<file path="src/rtl/clock_reset_pkg.sv">
`default_nettype none
// ============================================================================
//  Module   : clock_reset_pkg
//  Purpose  : Shared state encoding and helpers for clock_reset_manager.
//  Revision : 1.0 - initial release
// ============================================================================
package clock_reset_pkg;

    // Reset sequencer state encoding
    typedef enum logic [1:0] {
        HOLD    = 2'd0,
        STAGGER = 2'd1,
        RUN     = 2'd2
    } state_t;

    // Larger of two integers; sizes the shared hold/stagger counter
    function automatic int max2(input int a, input int b);
        return (a > b) ? a : b;
    endfunction

endpackage
`default_nettype wire

</file>
<file path="src/rtl/reset_debouncer.sv">
`default_nettype none
// ============================================================================
//  Module   : reset_debouncer
//  Purpose  : Two-flop synchroniser and saturating low-level debouncer for the
//             asynchronous active-low board reset button.
//  Revision : 1.0 - initial release
// ============================================================================
module reset_debouncer
    import clock_reset_pkg::*;
#(
    parameter int DEBOUNCE = 3
) (
    input  logic clk,
    input  logic reset,
    input  logic ext_reset_n,
    output logic ext_req
);

    localparam int              CW        = $clog2(DEBOUNCE + 1);
    localparam logic [CW-1:0]   C_DEB_MAX = CW'(DEBOUNCE);

    logic          r_sync1;
    logic          r_sync2;
    logic [CW-1:0] r_cnt;

    // Bring the button into the clk domain; idle (released) level is 1
    always_ff @(posedge clk or posedge reset) begin
        if (reset) begin
            r_sync1 <= 1'b1;
            r_sync2 <= 1'b1;
        end else begin
            r_sync1 <= ext_reset_n;
            r_sync2 <= r_sync1;
        end
    end

    // Count consecutive low samples, saturating; any high sample restarts
    always_ff @(posedge clk or posedge reset) begin
        if (reset) begin
            r_cnt <= '0;
        end else if (r_sync2) begin
            r_cnt <= '0;
        end else if (r_cnt != C_DEB_MAX) begin
            r_cnt <= r_cnt + CW'(1);
        end
    end

    assign ext_req = (r_cnt == C_DEB_MAX);

endmodule
`default_nettype wire

</file>
<file path="src/rtl/clock_reset_manager.sv">
`default_nettype none
// ============================================================================
//  Module   : clock_reset_manager
//  Purpose  : Integer clock divider (divided clock + enable strobe), boot and
//             request reset stretcher, and staggered release of NUM_RESETS
//             active-high reset outputs.
//  Revision : 1.0 - initial release
// ============================================================================
module clock_reset_manager #(
    parameter int DIV        = 2,
    parameter int CYCLES     = 20,
    parameter int NUM_RESETS = 2,
    parameter int STAGGER    = 4,
    parameter int DEBOUNCE   = 3
) (
    input  logic                  clk,
    input  logic                  reset,
    input  logic                  ext_reset_n,
    input  logic                  soft_reset_req,
    output logic                  clk_div,
    output logic                  clk_en,
    output logic [NUM_RESETS-1:0] reset_o,
    output logic                  ready
);
    import clock_reset_pkg::*;

    localparam int              DW         = $clog2(DIV);
    localparam logic [DW-1:0]   C_DIV_LAST = DW'(DIV - 1);
    localparam logic [DW-1:0]   C_DIV_HALF = DW'(DIV / 2 - 1);

    localparam int              CW         = $clog2(max2(CYCLES, STAGGER) + 1);
    localparam logic [CW-1:0]   C_CYC_LAST = CW'(CYCLES - 1);
    localparam logic [CW-1:0]   C_STG_LAST = CW'(STAGGER - 1);
    localparam int              IW         = $clog2(NUM_RESETS + 1);

    logic [DW-1:0]         r_div_cnt;
    logic                  r_clk_div;
    logic                  r_clk_en;

    state_t                r_state;
    state_t                w_state_nxt;
    logic [CW-1:0]         r_cnt;
    logic [CW-1:0]         w_cnt_nxt;
    logic [IW-1:0]         r_idx;
    logic [IW-1:0]         w_idx_nxt;
    logic [NUM_RESETS-1:0] r_reset_o;
    logic [NUM_RESETS-1:0] w_reset_o_nxt;
    logic                  r_ready;
    logic                  w_ready_nxt;

    logic                  w_ext_req;
    logic                  w_req;

    reset_debouncer #(
        .DEBOUNCE (DEBOUNCE)
    ) u_debouncer (
        .clk         (clk),
        .reset       (reset),
        .ext_reset_n (ext_reset_n),
        .ext_req     (w_ext_req)
    );

    assign w_req = w_ext_req | soft_reset_req;

    // Free-running divider; phase depends only on the block reset
    always_ff @(posedge clk or posedge reset) begin
        if (reset) begin
            r_div_cnt <= '0;
            r_clk_div <= 1'b0;
            r_clk_en  <= 1'b0;
        end else begin
            r_clk_en <= (r_div_cnt == C_DIV_LAST);
            if (r_div_cnt == C_DIV_LAST) begin
                r_div_cnt <= '0;
                r_clk_div <= 1'b0;
            end else begin
                r_div_cnt <= r_div_cnt + DW'(1);
                if (r_div_cnt == C_DIV_HALF) begin
                    r_clk_div <= 1'b1;
                end
            end
        end
    end

    // Sequencer state register
    always_ff @(posedge clk or posedge reset) begin
        if (reset) begin
            r_state   <= HOLD;
            r_cnt     <= '0;
            r_idx     <= IW'(1);
            r_reset_o <= '1;
            r_ready   <= 1'b0;
        end else begin
            r_state   <= w_state_nxt;
            r_cnt     <= w_cnt_nxt;
            r_idx     <= w_idx_nxt;
            r_reset_o <= w_reset_o_nxt;
            r_ready   <= w_ready_nxt;
        end
    end

    // Sequencer next state: any request restarts the hold phase
    always_comb begin
        w_state_nxt   = r_state;
        w_cnt_nxt     = r_cnt;
        w_idx_nxt     = r_idx;
        w_reset_o_nxt = r_reset_o;
        w_ready_nxt   = r_ready;

        if (w_req) begin
            w_state_nxt   = HOLD;
            w_cnt_nxt     = '0;
            w_idx_nxt     = IW'(1);
            w_reset_o_nxt = '1;
            w_ready_nxt   = 1'b0;
        end else begin
            case (r_state)
                HOLD: begin
                    w_reset_o_nxt = '1;
                    w_ready_nxt   = 1'b0;
                    if (r_cnt == C_CYC_LAST) begin
                        w_cnt_nxt        = '0;
                        w_idx_nxt        = IW'(1);
                        w_reset_o_nxt[0] = 1'b0;
                        if (NUM_RESETS == 1) begin
                            w_state_nxt = RUN;
                            w_ready_nxt = 1'b1;
                        end else begin
                            w_state_nxt = clock_reset_pkg::STAGGER;
                        end
                    end else begin
                        w_cnt_nxt = r_cnt + CW'(1);
                    end
                end
                clock_reset_pkg::STAGGER: begin
                    if (r_cnt == C_STG_LAST) begin
                        w_cnt_nxt = '0;
                        for (int i = 0; i < NUM_RESETS; i++) begin
                            if (i == int'(r_idx)) begin
                                w_reset_o_nxt[i] = 1'b0;
                            end
                        end
                        if (int'(r_idx) == NUM_RESETS - 1) begin
                            w_state_nxt = RUN;
                            w_ready_nxt = 1'b1;
                        end else begin
                            w_idx_nxt = r_idx + IW'(1);
                        end
                    end else begin
                        w_cnt_nxt = r_cnt + CW'(1);
                    end
                end
                RUN: begin
                    w_reset_o_nxt = '0;
                    w_ready_nxt   = 1'b1;
                end
                default: begin
                    w_state_nxt   = HOLD;
                    w_cnt_nxt     = '0;
                    w_reset_o_nxt = '1;
                    w_ready_nxt   = 1'b0;
                end
            endcase
        end
    end

    assign clk_div = r_clk_div;
    assign clk_en  = r_clk_en;
    assign reset_o = r_reset_o;
    assign ready   = r_ready;

endmodule
`default_nettype wire

</file>
<file path="config.mk">
export PLATFORM = sky130hd
export DESIGN_NAME = clock_reset_manager
export DESIGN_NICKNAME = d
export VERILOG_FILES = /design/src/rtl/clock_reset_pkg.sv /design/src/rtl/reset_debouncer.sv /design/src/rtl/clock_reset_manager.sv
export SDC_FILE = /design/constraint.sdc
export NUM_CORES = 1
export LEC_CHECK = 0
export ABC_AREA = 1
export BUFFER_PORTS_ARGS = -buffer_cell sky130_fd_sc_hd__buf_4
export CORE_MARGIN = 1
export CORE_UTILIZATION = 35
export DETAILED_ROUTE_END_ITERATION = 12
export RECOVER_POWER = 25
export SLEW_MARGIN = 20
export SYNTH_ARGS = -nofsm -noshare
export SYNTH_HDL_FRONTEND = slang
export SYNTH_SLANG_ARGS = --single-unit
</file>
<file path="constraint.sdc">
create_clock -name clk -period 2 [get_ports clk]
set_clock_uncertainty 0.05 [all_clocks]
set_input_delay 0.5 -clock clk [delete_from_list [all_inputs] [get_ports clk]]
set_output_delay 0.5 -clock clk [all_outputs]
set_load 0.02 [all_outputs]
</file>
[Word-level counts from Yosys, hierarchy flattened]
Cells that the tools add are included.
Cells by class
  bitwise logic cells: 1
  equal/unequal tests: 15
  $add $sub $neg: 4
  multiplexer cells: 27
  reduce and logical (&&, ||, !) cells: 9
Operators with widths (count)
  2-bit two-way mux: 11
  3-bit inequality test (second input constant): 6
  5-bit two-way mux: 3
  5-bit one-hot mux with 3 select lines: 1
  2-bit one-hot mux with 3 select lines: 2
  1-bit two-way mux: 8
  4-bit AND reduction: 2
  2-bit == test (second input constant): 3
  2-bit AND reduction: 3
  5-bit by 1-bit adder with 5-bit output (second input constant): 1
  5-bit by 2-bit == test with 1-bit output (second input constant): 1
  5-bit == test (second input constant): 1
  2-bit by 1-bit adder with 2-bit output (second input constant): 2
  2-bit zero test: 2
  2-bit inequality test (second input constant): 2
  2-bit one-hot mux with 2 select lines: 1
  3-bit nonzero test: 1
  2-bit by 1-bit == test with 1-bit output (second input constant): 1
  2-bit == test (first input constant): 1
  1-bit one-hot mux with 2 select lines: 1
  2-bit nonzero test: 1
  1-bit adder (second input constant): 1
  1-bit OR: 1
Word-level totals
  input bits: 4
  register bits: 19
  output and inout bits: 5
  logic and storage cells: 68

[Longest topological paths before layout]
Gate-level depths: netlist (run 1).
  depth in word-level cells: 5
  depth in mapped cells: 9
  mapped depth without buffers: 9

[By module]
A second synthesis (run 1) with hierarchy kept.
Unflattened totals
  cells, all modules: 130
  area total of the unflattened synthesis: 1122.3 um^2
By module, submodules not included
  clock_reset_manager: seq. area each 354.1 um^2, cells an instance 115, area an instance 964.7 um^2, instances 1
  reset_debouncer: seq. area each 102.6 um^2, cells an instance 15, area an instance 157.7 um^2, instances 1

[Worst setup path before layout (run 1)]
No wires, ideal clock.
  kind: register to register
  from: reg r_state[1]
  to: reg r_idx[1]
  cell stages (with the launch flop): 8
  setup slack: 0.671 ns
  arrival time: 1.162 ns
  buffers on the path: 0
  clock period less this slack: 1.329 ns
  setup time: 0.117 ns
  cell sequence: dfrtp_1 inv_1 ha_1 inv_2 nor2_4 nand2_4 nand4_1 nand2_1
On the way
  cells in the longest elaborated chain, start to end: 3
  elaborated cells between the ends (all ways): 9
  those cells by class: eq/ne: 4; mux: 2; reduce/logical: 3
Ends and longest elaborated chain
  start: declaration: line clock_reset_manager.sv:40  | state_t r_state;
  start signal: assignment: line clock_reset_manager.sv:94  | r_state <= w_state_nxt;
  2-bit by 1-bit == test with 1-bit output or 2-bit zero test (tied branches): line clock_reset_manager.sv:117  | case (r_state)
  3-bit inequality test (no line) (tied with other cells)
  4-bit AND reduction (no line) or 2-bit two-way mux (tied branches)
  end signal: assignment: line clock_reset_manager.sv:96  | r_idx <= w_idx_nxt;
  end: declaration: line clock_reset_manager.sv:44  | logic [IW-1:0] r_idx;
Several ways; a longest one is shown, not always the timed one.
A chain may end at the register's enable or synchronous reset.

[Final worst setup path (run 1)]
  from: reg r_reset_o[1] (netlist: reset_o[1])
  to: out reset_o[1]
RTL lines
  start: declaration: line clock_reset_manager.sv:46  | logic [NUM_RESETS-1:0] r_reset_o;
  start signal: assignment: line clock_reset_manager.sv:97  | r_reset_o <= w_reset_o_nxt;
  end: declaration: line clock_reset_manager.sv:22  | output logic [NUM_RESETS-1:0] reset_o,
No word-level cell between the ends.

==> results.toml, run 1 <==
[status]
outcome = "complete, no violations"

[sta]
final_max_slew_viol_count = 0
tightest_slew_ns = 0.675
layout_worst_path_cycle_share = 0.771
min_period_ns = 1.54
hold_viol_final = 0
slew_headroom = 0.549
setup_tns_ns = 0
setup_viol = 0
clock.fmax_ghz = 0.648
rsz0062_at_grt = "no"

[yosys]
yosys_warnings = 0
syn_inst = 129
synthMostInstantiatedCell = "nand2_1"
netlist_top_cells_count = "30 x nand2_1, 22 x inv_1, 13 x dfrtp_1"
syn_nets = 142
seq_area_frac_synth = 0.438
syn-cell-area_sq_um = 1040
synth_edf_count = 0
synthArstFlopShare = 1.00
synth_area_leaders = "dfrtp_1 31%, dfstp_2 13%, ha_1 11%"
synth_largest_area_cell = "dfrtp_1"
synth_cell_type_count = 17
synth-seq-cells = 18
synth_top_flop_cell = "dfrtp_1"
avgSynthCellArea_sq_um = 8.08
yosys.area.top_type_share = 0.312

[worst_setup_path]
cpPeakStageDelay_ns = 0.55
worstSetupStartpoint = "reset_o[1]$_DFFE_PP1P_"
worst-setup-path-type = "reg2out"
r2r_cells = 6
critPathTopFamily = "flip-flops"
r2r_slack_ns = 0.49
crit_arrival_ns = 0.99
slowest_stage = "dfstp_2"
crit_buf_inv = 1
end_kind = "primary output"
r2r_start = "r_state[1]$_DFFE_PP0P_"
cp_cell_sequence = "buf_4"
crit_path_start_kind = "flip-flop"
reg2reg_to = "r_cnt[3]$_DFFE_PP0P_"
critPathMaxFanout = 2
cp_data_required_time_ns = 1.45

[routing]
drtAntennaViolNets = 0
routed_wl_um = 1960
drc = 0
dr.first_iter.drc_count = 26
via_count = 838
first_pass_iters = 3
avgViaCountPerCell = 4.87
wl_per_cell_um = 11.4

[die]
die_w_um = 56.6
io_pins = 9
die-area_sq_um = 3200
die_y_um = 56.6
initial_utilization = 0.375
core_sq_um = 2780
rows = 19

[place]
dp_hpwl_um = 1580
gp_congestion = 0.760
io_buffers = 8

[finish]
drive_gt1_frac = 0.191
fillers = 284
fin_util = 0.423
num_antenna_cells = 0
fin_nets = 155
area_delta_synth_final_pct = 13.0

[power]
p_leak_nw = 0.644
ir_drop_mv = 0.608
power_density_nw_per_um2 = 1210

[cts]
cts_buffers = 3
clock_path_buffers = 2
path_clk_slew_ns = 0.11
root_buffer = "clkbuf_4"
cts_resized = 0
cts_htree_levels = 1
clk_latency_ns = 0.31
tritoncts = "done"
ctsHoldBuffers = 0
post-cts-setup-buffers = 0
clock_sinks = 18

[global_route]
grt_max_degree = 19
track_usage = 0.148
overflow = 0
antenna_found_initial = 0
grt_pass1_wl_um = 3590
grt_pass1_vias = 867

[run]
cap_violations = 0

[hold_path]
hold_class = "in2async"
==> area by class of cell <==
cell class / instances / area, sq um / share of cell area
flip-flops and latches: 18 / 457 / 0.388
clock buffers: 4 / 36.3 / 0.0308
repair buffers: 8 / 60.1 / 0.0510
inverters: 24 / 90.1 / 0.0765
multi-input cells: 87 / 495 / 0.421
well taps: 31 / 38.8 / 0.0329
==> routing by layer <==
metal | global-route usage | up-vias | part of all wire
met2 | 0.249 | 8 | 0.51
met5 | 0 | - | 0
met1 | 0.166 | 392 | 0.44
met4 | 0.0976 | 0 | 0.024
li1 | - | 432 | -
met3 | 0.0346 | 6 | 0.022
==> placed cells by master, fill, tap and decap left out, drive strengths merged <==
cell type	synthesis	routed
o21ai	8	8
dfrtp	13	13
inv	24	24
clkbuf	0	6
ha	9	9
o22ai	1	1
buf	0	6
a21oi	4	4
nor2	14	14
nand2	34	34
nand3	12	12
nand4	5	5
dfstp	5	5
==> how the worst max path moves through the flow <==
stage	slack, ns	depth (start not counted)	to
after floorplan	0.67	7	r_idx[1]$_DFFE_PP0P_
after global placement	0.52	8	reset_o[1]$_DFFE_PP1P_
after detailed placement	0.51	8	reset_o[1]$_DFFE_PP1P_
after CTS	0.46	1	reset_o[1]
after global routing	0.32	6	r_cnt[3]$_DFFE_PP0P_
final	0.46	1	reset_o[1]
==> registers in the layout (all words and copies together) (netlist names) <==
name / cells
clk_div: 1
clk_en: 1
r_cnt: 5
r_idx: 2
r_state: 2
ready: 1
reset_o: 2
u_debouncer.r_cnt: 2
u_debouncer.r_sync1: 1
u_debouncer.r_sync2: 1
==> stage by stage <==
stage / hold slack [ns] / setup WS, ns / instance area [sq um] / total power (W) / instances
after detailed placement: 0.297 / 0.510 / 1140 / 0.00120 / 168
after global placement: 0.297 / 0.523 / 1140 / 0.00118 / 168
after floorplan: 0.295 / 0.671 / 1040 / 0.00104 / 129
after global routing: 0.231 / 0.324 / 1180 / 0.00155 / 172
after CTS: 0.244 / 0.457 / 1180 / 0.00144 / 172
final: 0.234 / 0.458 / 1180 / 0.00143 / 172
==> report_power, final <==
part,internal (W),switching [W]
clock network,0.000111,0.000123
logic,0.000245,0.000419
registers,0.000469,0.0000640
==> worst register-to-register path, cell delays in order, from the launching register on <==
cell and delay (ns):
dfrtp_1 0.42, inv_1 0.13, ha_1 0.29, o21ai_1 0.14, nor2_1 0.19, nand2_1 0.07
o22ai_1 0.14
==> cell families after synthesis <==
kind of cell / count (synthesis) / share of synthesized area
flops: 18 / 0.438
buf+inv: 24 / 0.0864
fa+ha+maj: 9 / 0.108
compound gates: 13 / 0.0636
simple gates: 65 / 0.304
Power figures use the tool's default switching activity.
==> inputs of run 2 (changes only) <==
- clock period: 2 -> 1.4 ns (I/O delays scaled with it)
==> run 2 against run 1 <==
  * Sequential share of layout area down 5.5 points
  * Critical path type is now reg2reg
  * Utilization up 7.2 points
  * Combinational power is 96% higher
  * Via count increased by 8.8%
  * Non-clock buffer count grew 13
  * Flip-flop and latch count unchanged
==> results.toml, run 2 (synthesized netlist as in run 1, its figures left out) <==
[hold_path]
hold_class = "in2reg"

[sta]
setup_viol = 0
min_period_ns = 1.37
tightest_slew_ns = 0.972
clock.fmax_ghz = 0.730
layout_worst_path_cycle_share = 0.978
hold_viol_final = 0
slew_headroom = 0.352
final_max_slew_viol_count = 0
rsz0062_at_grt = "yes"

[cts]
tritoncts = "done"
clock_path_buffers = 2
clock_sinks = 18
path_clk_slew_ns = 0.11
cts_htree_levels = 1
clk_latency_ns = 0.30
cts_buffers = 3
root_buffer = "clkbuf_4"
ctsHoldBuffers = 0

[finish]
num_antenna_cells = 0
top_register = "r_cnt"
regArea_sq_um = 458
most-common-layout-cells = "29 x nand2_1, 17 x inv_1, 16 x buf_4, 12 x dfrtp_1, 11 x nor2_1"
instances_no_fill = 185
layout_commonest_cell = "nand2_1"
fin_area_sq_um = 1380
area_delta_synth_final_pct = 32.2
fin_nets = 168
drive_gt1_frac = 0.377
largest_register_ffs = 5
multi_input_area_sq_um = 591
fillers = 248

[worst_setup_path]
crit_arrival_ns = 1.55
critPathMaxFanout = 5
slowest_stage = "dfrtp_1"
end_kind = "flip-flop"
worst-setup-path-type = "reg2reg"
cp_data_required_time_ns = 1.58
cp_cell_sequence = "ha_4 > nor2_4 > o21ai_2 > nor2_2 > nand2_1 > o22ai_1"
crit_path_start_kind = "flip-flop"
cpPeakStageDelay_ns = 0.42

[die]
core_sq_um = 2780
initial_utilization = 0.375
rows = 19
die-area_sq_um = 3200
die_y_um = 56.6
die_w_um = 56.6
io_pins = 9

[global_route]
grt_max_degree = 19
grt_pass1_wl_um = 3620
overflow = 0
track_usage = 0.147
grt_pass1_vias = 897
antenna_found_initial = 0

[run]
cap_violations = 0

[routing]
wl_per_cell_um = 11.0
routed_wl_um = 2040
dr.first_iter.drc_count = 41
drc = 0
via_count = 912
first_pass_iters = 4
drtAntennaViolNets = 0
avgViaCountPerCell = 4.93

[place]
io_buffers = 8
dpl_cell_area_sq_um = 1220
dp.cells = 178
gp_congestion = 0.832
dp_hpwl_um = 1520

[power]
p_leak_nw = 0.713
ir_drop_mv = 1.24
finalPower_w = 0.00241
power_density_nw_per_um2 = 1750

[status]
outcome = "complete, no violations"
-- run 2: repair_timing --
| action | in CTS | in global routing |
|---|---|---|
| pin swaps | 2 | 11 |
| endpoints found under the setup margin | 8 | 14 |
| resized for setup | 4 | 25 |
| buffers inserted | 2 | 1 |
-- run 2: path summary, 6_finish.rpt --
kind	from	to	slack, ns	cells after the start
setup / recovery	u_debouncer.r_cnt[0]$_DFFE_PP0P_	r_cnt[3]$_DFFE_PP0P_	0.03	6
hold / removal	ext_reset_n	u_debouncer.r_sync1$_DFF_PP1_	0.09	1
setup reg to reg	u_debouncer.r_cnt[0]$_DFFE_PP0P_	r_cnt[3]$_DFFE_PP0P_	0.03	6
hold reg to reg	u_debouncer.r_sync1$_DFF_PP1_	u_debouncer.r_sync2$_DFF_PP1_	0.31	0
max in group asynchronous	reset	r_state[0]$_DFFE_PP0P_	0.37	3
min in group asynchronous	reset	u_debouncer.r_cnt[1]$_DFFE_PP0P_	0.28	3
-- run 2: cell type report --
type	count	area share
Timing Repair Buffer	21	0.117
Sequential cell	18	0.332
Clock buffer	4	0.0263
Multi-Input combinational cell	87	0.429
Tap cell	31	0.0282
Inverter	24	0.0672
-- run 2: power breakdown --
part,internal [W],switching [W]
logic,0.000577,0.000722
registers,0.000673,0.000110
clock network,0.000159,0.000174
total,0.00141,0.00101
-- run 2: critical path, delay by kind of cell, from the launching register on --
family | cells | cell delay, ns
flops | 1 | 0.42
simple gates | 3 | 0.42
compound gates | 2 | 0.21
fa+ha+maj | 1 | 0.19
-- run 2: metrics by stage --
stage	worst slack, ns	hold WS [ns]	setup TNS, ns	util
after global routing	-0.0567	0.0788	-0.311	0.495
after detailed placement	-0.00600	0.298	-0.00941	0.437
after floorplan	0.0713	0.235	0	-
after CTS	0.00776	0.0117	0	0.459
final	0.0304	0.0943	0	0.495
after global placement	0.00942	0.297	0	0.437
-- run 2: metal layers --
| metal | up-vias | part of all wire | global-route usage |
|---|---|---|---|
| li1 | 458 | - | - |
| met1 | 430 | 0.44 | 0.188 |
| met2 | 19 | 0.49 | 0.229 |
| met3 | 5 | 0.045 | 0.0276 |
| met4 | 0 | 0.021 | 0.0871 |
| met5 | - | 0 | 0 |
